<file path="src/rtl/binary_bcd_seq_display.sv">
// Sequential binary-to-BCD converter with 7-segment display output.
// A start pulse in IDLE captures `binary`. The double-dabble (shift-add-3)
// algorithm then converts it over WIDTH cycles, and the block presents
// registered BCD digits and active-low segment patterns.
// Ports:
//   clock, resetn    : clock, asynchronous active-low reset
//   start            : conversion request, sampled only in IDLE
//   binary[WIDTH]    : value to convert, sampled on the accepting edge
//   busy             : conversion in progress
//   done             : one-cycle pulse when bcd/hex/overflow update
//   overflow         : last result did not fit in DIGITS digits
//   bcd[4*DIGITS]    : result, digit 0 (units) at [3:0]
//   hex[7*DIGITS]    : segment patterns, digit 0 at [6:0], bit 6 = a .. bit 0 = g
module binary_bcd_seq_display #(
   parameter int unsigned WIDTH         = 7,
   parameter int unsigned DIGITS        = 3,
   parameter bit          BLANK_LEADING = 1'b1
) (
   input  logic                  clock,
   input  logic                  resetn,
   input  logic                  start,
   input  logic [WIDTH-1:0]      binary,
   output logic                  busy,
   output logic                  done,
   output logic                  overflow,
   output logic [4*DIGITS-1:0]   bcd,
   output logic [7*DIGITS-1:0]   hex
);

   localparam int unsigned BW = 4 * DIGITS;
   localparam int unsigned CW = $clog2(WIDTH + 1);

   typedef enum logic [1:0] {IDLE, SHIFT, DONE} state_t;

   state_t           state, state_n;
   logic [WIDTH-1:0] shreg, shreg_n;
   logic [BW-1:0]    scratch, scratch_n, corr;
   logic [CW-1:0]    cnt, cnt_n;
   logic             flag, flag_n;
   logic             busy_n, done_n, overflow_n;
   logic [BW-1:0]    bcd_n;
   logic             seen;
   logic [3:0]       dig;

   function automatic logic [6:0] seg7(input logic [3:0] d);
      case (d)
         4'd0:    seg7 = 7'b0000001;
         4'd1:    seg7 = 7'b1001111;
         4'd2:    seg7 = 7'b0010010;
         4'd3:    seg7 = 7'b0000110;
         4'd4:    seg7 = 7'b1001100;
         4'd5:    seg7 = 7'b0100100;
         4'd6:    seg7 = 7'b0100000;
         4'd7:    seg7 = 7'b0001111;
         4'd8:    seg7 = 7'b0000000;
         4'd9:    seg7 = 7'b0000100;
         default: seg7 = 7'b1111110;
      endcase
   endfunction

   // Add-3 correction: each digit >= 5 gets +3, no carry between digits.
   always_comb begin
      corr = scratch;
      for (int d = 0; d < int'(DIGITS); d++) begin
         if (scratch[4*d +: 4] >= 4'd5)
            corr[4*d +: 4] = scratch[4*d +: 4] + 4'd3;
      end
   end

   // Next-state and next-output logic.
   always_comb begin
      state_n    = state;
      shreg_n    = shreg;
      scratch_n  = scratch;
      cnt_n      = cnt;
      flag_n     = flag;
      busy_n     = busy;
      done_n     = 1'b0;
      overflow_n = overflow;
      bcd_n      = bcd;
      case (state)
         IDLE: begin
            if (start) begin
               shreg_n   = binary;
               scratch_n = '0;
               flag_n    = 1'b0;
               cnt_n     = CW'(WIDTH);
               busy_n    = 1'b1;
               state_n   = SHIFT;
            end
         end
         SHIFT: begin
            // A set corrected MSB would be lost by the shift: result cannot fit.
            if (corr[BW-1])
               flag_n = 1'b1;
            {scratch_n, shreg_n} = {corr, shreg} << 1;
            cnt_n = cnt - CW'(1);
            if (cnt == CW'(1))
               state_n = DONE;
         end
         DONE: begin
            overflow_n = flag;
            bcd_n      = flag ? '1 : scratch;
            done_n     = 1'b1;
            busy_n     = 1'b0;
            state_n    = IDLE;
         end
         default: state_n = IDLE;
      endcase
   end

   // State and output registers.
   always_ff @(posedge clock or negedge resetn) begin
      if (!resetn) begin
         state    <= IDLE;
         shreg    <= '0;
         scratch  <= '0;
         cnt      <= '0;
         flag     <= 1'b0;
         busy     <= 1'b0;
         done     <= 1'b0;
         overflow <= 1'b0;
         bcd      <= '0;
      end else begin
         state    <= state_n;
         shreg    <= shreg_n;
         scratch  <= scratch_n;
         cnt      <= cnt_n;
         flag     <= flag_n;
         busy     <= busy_n;
         done     <= done_n;
         overflow <= overflow_n;
         bcd      <= bcd_n;
      end
   end

   // Segment decode from the registered result, scanning from the top digit
   // so leading zeros can be blanked; digit 0 always shows.
   always_comb begin
      hex  = '1;
      seen = 1'b0;
      dig  = 4'd0;
      for (int i = int'(DIGITS) - 1; i >= 0; i--) begin
         dig = bcd[4*i +: 4];
         if (dig != 4'd0)
            seen = 1'b1;
         if (overflow)
            hex[7*i +: 7] = 7'b1111110;
         else if (BLANK_LEADING && !seen && (i > 0))
            hex[7*i +: 7] = 7'b1111111;
         else
            hex[7*i +: 7] = seg7(dig);
      end
   end

endmodule

</file>
<file path="config.mk">
export PLATFORM = sky130hd
export DESIGN_NAME = binary_bcd_seq_display
export DESIGN_NICKNAME = d
export VERILOG_FILES = /design/src/rtl/binary_bcd_seq_display.sv
export SDC_FILE = /design/constraint.sdc
export NUM_CORES = 1
export LEC_CHECK = 0
export ABC_AREA = 1
export ABC_CLOCK_PERIOD_IN_PS = 3400
export BUFFER_PORTS_ARGS = -buffer_cell sky130_fd_sc_hd__buf_2
export CAP_MARGIN = 20
export CELL_PAD_IN_SITES_DETAIL_PLACEMENT = 0
export CELL_PAD_IN_SITES_GLOBAL_PLACEMENT = 1
export CORE_MARGIN = 5
export CORE_UTILIZATION = 30
export CTS_CLUSTER_SIZE = 30
export DETAILED_ROUTE_END_ITERATION = 10
export PLACE_DENSITY = 0.7
export SETUP_SLACK_MARGIN = 0.1
export SYNTH_ARGS = -nofsm -noshare
export SYNTH_HDL_FRONTEND = slang
export SYNTH_SLANG_ARGS = --single-unit
</file>
<file path="constraint.sdc">
create_clock -name clock -period 3.4 [get_ports clock]
set_clock_uncertainty 0.05 [all_clocks]
set_input_delay 0.34 -clock clock [delete_from_list [all_inputs] [get_ports clock]]
set_output_delay 0.34 -clock clock [all_outputs]
set_load 0.02 [all_outputs]
</file>
======== After elaboration in Yosys (flattened, before gate mapping) ========
Memory sizes are Yosys's and may differ from the RTL's.
Index checks and enable logic that the tools add are counted.
cells by class
  $add $sub $neg .......................... 4
  multipliers ............................. 0
  div/mod/pow operators ................... 0
  order comparisons ....................... 3
  eq/ne operators ......................... 6
  shifts and indexed selects .............. 0
  mux-type cells .......................... 26
  bitwise gates (word level) .............. 0
  reductions and logical operators ........ 9
operator list
  kind                                                                count
  2-to-1 mux 7 bit                                                    6
  2-to-1 mux 12 bit                                                   2
  case mux 12 bit (2 select lines)                                    1
  case mux 7 bit (2 select lines)                                     1
  adder 4 x 2 -> 4 bit (second input constant)                        3
  greater-or-equal comparator 4 x 3 -> 1 bit (second input constant)  3
  2-to-1 mux 4 bit                                                    3
  nonzero test 4 bit                                                  2
  2-to-1 mux 1 bit                                                    6
  != test 2 bit (second input constant)                               3
  case mux 3 bit (2 select lines)                                     1
  AND reduction 2 bit                                                 3
  2-to-1 mux 2 bit                                                    2
  case mux 1 bit (2 select lines)                                     2
  case mux 2 bit (2 select lines)                                     1
  nonzero test 2 bit                                                  2
  equality test 3 x 1 -> 1 bit (second input constant)                1
  2-to-1 mux 3 bit                                                    1
  AND reduction 3 bit                                                 1
  subtractor 3 x 1 -> 3 bit (second input constant)                   1
  equality test 2 x 1 -> 1 bit (second input constant)                1
  equality test 2 bit (second input constant)                         1
  logical NOT 2 bit                                                   1
word-level totals
  flip-flop bits (word level) ............. 40
  bits in latches ......................... 0
  memory bits (writable) .................. 0
  ROM bits ................................ 336
  bits of input ports ..................... 10
  word-level logic and storage cells ...... 60
  memories kept ........................... 3
memories
  memory            depth  bits a word  read ports  clocked after Yosys merged registers in  write ports  line  source
  (name not given)  16     7            1           0                                        0            46    case (d)
  (name not given)  16     7            1           0                                        0            46
  (name not given)  16     7            1           0                                        0            46

======== Logic depth before layout (Yosys ltp) ========
  depth in word-level cells ............... 5
  depth in mapped cells ................... 8
  depth with buffers taken out ............ 8

======== Worst setup path before layout ========
Ideal clock, no wire load.
  kind .................................... reg-to-output
  start ................................... reg bcd[0]
  end ..................................... out hex[1]
  arrival time ............................ 1.414 ns
  required time ........................... 3.010 ns
  slack ................................... 1.596 ns
  stages on the path, launching flop included .. 6
  cell sequence ........................... dfrtp_1 > inv_1 > ha_1 > nand2_1 > nand2_1 > o21ai_0
between the ends
  cells in the longest elaborated chain, start to end .. 2
ends and longest elaborated chain
  what                      line  source
  start: declaration        26    output logic [4*DIGITS-1:0] bcd,
  start signal: assignment  133   bcd <= bcd_n;
  memory (16 x 7 bit)       n/a
  2-to-1 mux 7 bit          147   if (overflow)
  end: declaration          27    output logic [7*DIGITS-1:0] hex
No other way between the ends.

======== Worst setup path in the final report ========
  start ................................... reg bcd[8]
  end ..................................... out hex[20]
between the ends
  cells in the longest elaborated chain, start to end .. 4
  elaborated cells between the ends (all ways) .. 5
  those cells by class .................... 3 x mux; 1 x reduce/logical; 1 x memory
ends and longest elaborated chain
  what                                                                         line  source
  parallel branches: the longest is 2 deep, another holds memory (16 x 7 bit)  n/a
  2-to-1 mux 7 bit (*)                                                         149   else if (BLANK_LEADING && !seen && (i > 0))
  2-to-1 mux 7 bit (*)                                                         147
Mark *: on every way between the ends.

==> results.sh <==
export IMPL_status="finished clean"
export IMPL_portBuffers=45
export IMPL_yosys_warnings=0
export IMPL_path_clk_slew_ns=0.07
export IMPL_hold_viol_final=0
export IMPL_yosys_top_cells_area="dfrtp_1 (41%), nand2_1 (12%), ha_1 (12%), nand3_1 (6.1%), inv_1 (5.8%)"
export IMPL_setup_viol=0
export IMPL_clockBufferDepth=2
export IMPL_grt_max_degree=41
export IMPL_layout_commonest_cell="nand2_1"
export IMPL_cts_root_buf="clkbuf_8"
export IMPL_rr_endpoint="bcd[2]"
export IMPL_cts_tree="yes"
export IMPL_p_leak_uw=0.00137
export IMPL_layout_drive_gt1_share_pct=17.7
export IMPL_num_antenna_cells=0
export IMPL_numCtsBuffers=5
export IMPL_r2r_start="state[0]"
export IMPL_slew_viol_final=0
export IMPL_post_cts_buffers=0
export IMPL_end_kind="primary output"
export IMPL_powerDensity_nw_per_um2=757
export IMPL_synth_cell_area_um2=2460
export IMPL_gp_congestion=0.757
export IMPL_worstMarginPinSlew_ns=0.914
export IMPL_drt_iter0_drc=145
export IMPL_nNetsFinal=391
export IMPL_syn_num_nets=346
export IMPL_vias=2174
export IMPL_io_pins=46
export IMPL_cts_sinks=40
export IMPL_antenna_found_initial=0
export IMPL_combinationalPowerShare_pct=48.7
export IMPL_grt_overflow_total=0
export IMPL_worst_r2r_path_depth=4
export IMPL_p_switching_uw=988
export IMPL_synth_seq_cells=40
export IMPL_dp_hpwl_um=4010
export IMPL_die_w_um=101
export IMPL_final_cell_mix="nand2_1 (79), buf_2 (45), dfrtp_1 (40)"
export IMPL_vias_per_cell=4.72
export IMPL_swShare_pct=46.1
export IMPL_cts_hold_buf=0
export IMPL_wirelength_um=5380
export IMPL_track_usage_pct=11.4
export IMPL_coreArea_um2=8090
export IMPL_cts_resized=0
export IMPL_power_frac_clock_pct=13.1
export IMPL_critPathKind="reg2out"
export IMPL_syn_inst=313
export IMPL_htree_levels=2
export IMPL_synth_cell_types=23
export IMPL_cp_required_ns=3.01
export IMPL_first_pass_iters=4
export IMPL_rsz0062_at_grt="false"
export IMPL_grt_pass1_wl_um=9500
export IMPL_hp_class="in2async"
export IMPL_crit_start="bcd[8]"
export IMPL_route_detailed_drc=0
export IMPL_max_freq_ghz=0.479
export IMPL_fp_dieH_um=101
export IMPL_die_area_um2=10100
export IMPL_ys_seq_area_share_pct=40.7
export IMPL_post_drt_wl_per_cell_um=11.7
export IMPL_area_growth_pct=15.2
export IMPL_relSlewSlack_pct=39.1
export IMPL_crit_fanout=5
export IMPL_worstSetupStartpointType="flip-flop"
export IMPL_r2r_slack_ns=1.68
export IMPL_drv_cap=0
export IMPL_initial_core_util_pct=30.4
export IMPL_rows=33
export IMPL_grt_pass1_vias=2073
export IMPL_tns_ns=0
export IMPL_pre_cts_ws_ns=1.59
export IMPL_fin_crit_sh_pct=61.4
export IMPL_yosys_area_top_type_share_pct=40.7
export IMPL_utilization_pct=35.0
export IMPL_seqPwrFrac_pct=38.2
export IMPL_ir_drop_mv=0.406
export IMPL_critical_path_arrival_ns=1.70
export IMPL_fin_ws_ns=1.31
export IMPL_yosys_area_top_type="dfrtp_1"
export IMPL_min_period_ns=2.09
export IMPL_worstSkewPairLatency_ns=0.29
export IMPL_drt_antenna_violating_nets=0
export IMPL_p_int_uw=1150
export IMPL_avgSynthCellArea_um2=7.86
[power by group through the flow]
stage	Combinational, uW	Sequential, uW	Clock [uW]
after detailed placement	1060	829	0
after floorplan	796	844	0
after global routing	1220	855	316
after global placement	1050	826	0
after CTS	1060	820	292
final	1040	819	280
[routing by layer]
metal  track usage [%]  share of wire (%)  vias up
li1                  -                  -     1111
met1              15.9                 51     1001
met2              17.6                 42       56
met3              2.49                6.7        6
met4              3.73                1.2        0
met5                 0                  0        -
[cells by family (layout without fill, tap and decap cells)]
family | count (synthesis) | count (layout) | share of synthesized area [%]
compound gates | 60 | 60 | 14.3
fa+ha+maj | 23 | 23 | 11.7
buf+inv | 48 | 91 | 8.39
flops | 40 | 40 | 40.7
simple gates | 142 | 142 | 24.9
[cell type report]
type / count / area (um2)
Multi-Input combinational cell: 225 / 1250
Tap cell: 105 / 131
Timing Repair Buffer: 45 / 225
Clock buffer: 5 / 68.8
Sequential cell: 40 / 1000
Inverter: 41 / 154
Fill cell: 895 / 5260
[worst max-delay path, cell delays in order, from the launching register on]
cell and delay [ns]:
dfrtp_1 0.42, inv_1 0.13, ha_1 0.22, nand2_1 0.11, nand2_1 0.09, nor2_2 0.17
o21ai_0 0.11, buf_2 0.17
[sequential cells by signal, indices dropped and copies added (netlist names)]
name      count
state         2
shreg         7
overflow      1
flag          1
bcd          12
scratch      12
busy          1
cnt           3
done          1
[metrics by stage]
stage / hold slack (ns) / total power (uW) / cells / cell area (um2)
after floorplan: -0.00559 / 1640 / 313 / 2460
after global placement: 0.415 / 1880 / 456 / 2760
after detailed placement: 0.416 / 1890 / 456 / 2760
after CTS: 0.171 / 2180 / 461 / 2830
after global routing: 0.213 / 2390 / 461 / 2830
final: 0.135 / 2140 / 461 / 2830
[cell usage after synthesis]
cell      instances
nand2_1          79
dfrtp_1          40
inv_1            38
nand3_1          30
ha_1             23
o21ai_0          23
nor2_1           16
a22oi_1          13
a21oi_1           9
o21ai_1           9
nand4_1           6
or2_2             4
buf_2             3
inv_2             3
nand2_2           3
o211ai_1          3
buf_4             2
buf_6             2
nor2_2            2
o21bai_1          2
a22oi_2           1
nor3_1            1
nor4_1            1
[worst max-delay path by stage]
| stage | end | cells after the start | slack, ns |
|---|---|---|---|
| 2_1_floorplan | hex[1] | 5 | 1.60 |
| 4_1_cts | hex[20] | 7 | 1.28 |
| 5_1_grt | hex[20] | 7 | 1.12 |
| 6_report | hex[20] | 7 | 1.31 |
| 3_3_place_gp | hex[20] | 7 | 1.59 |
| 3_5_place_dp | hex[20] | 7 | 1.59 |
Power figures use the tool's default switching activity.
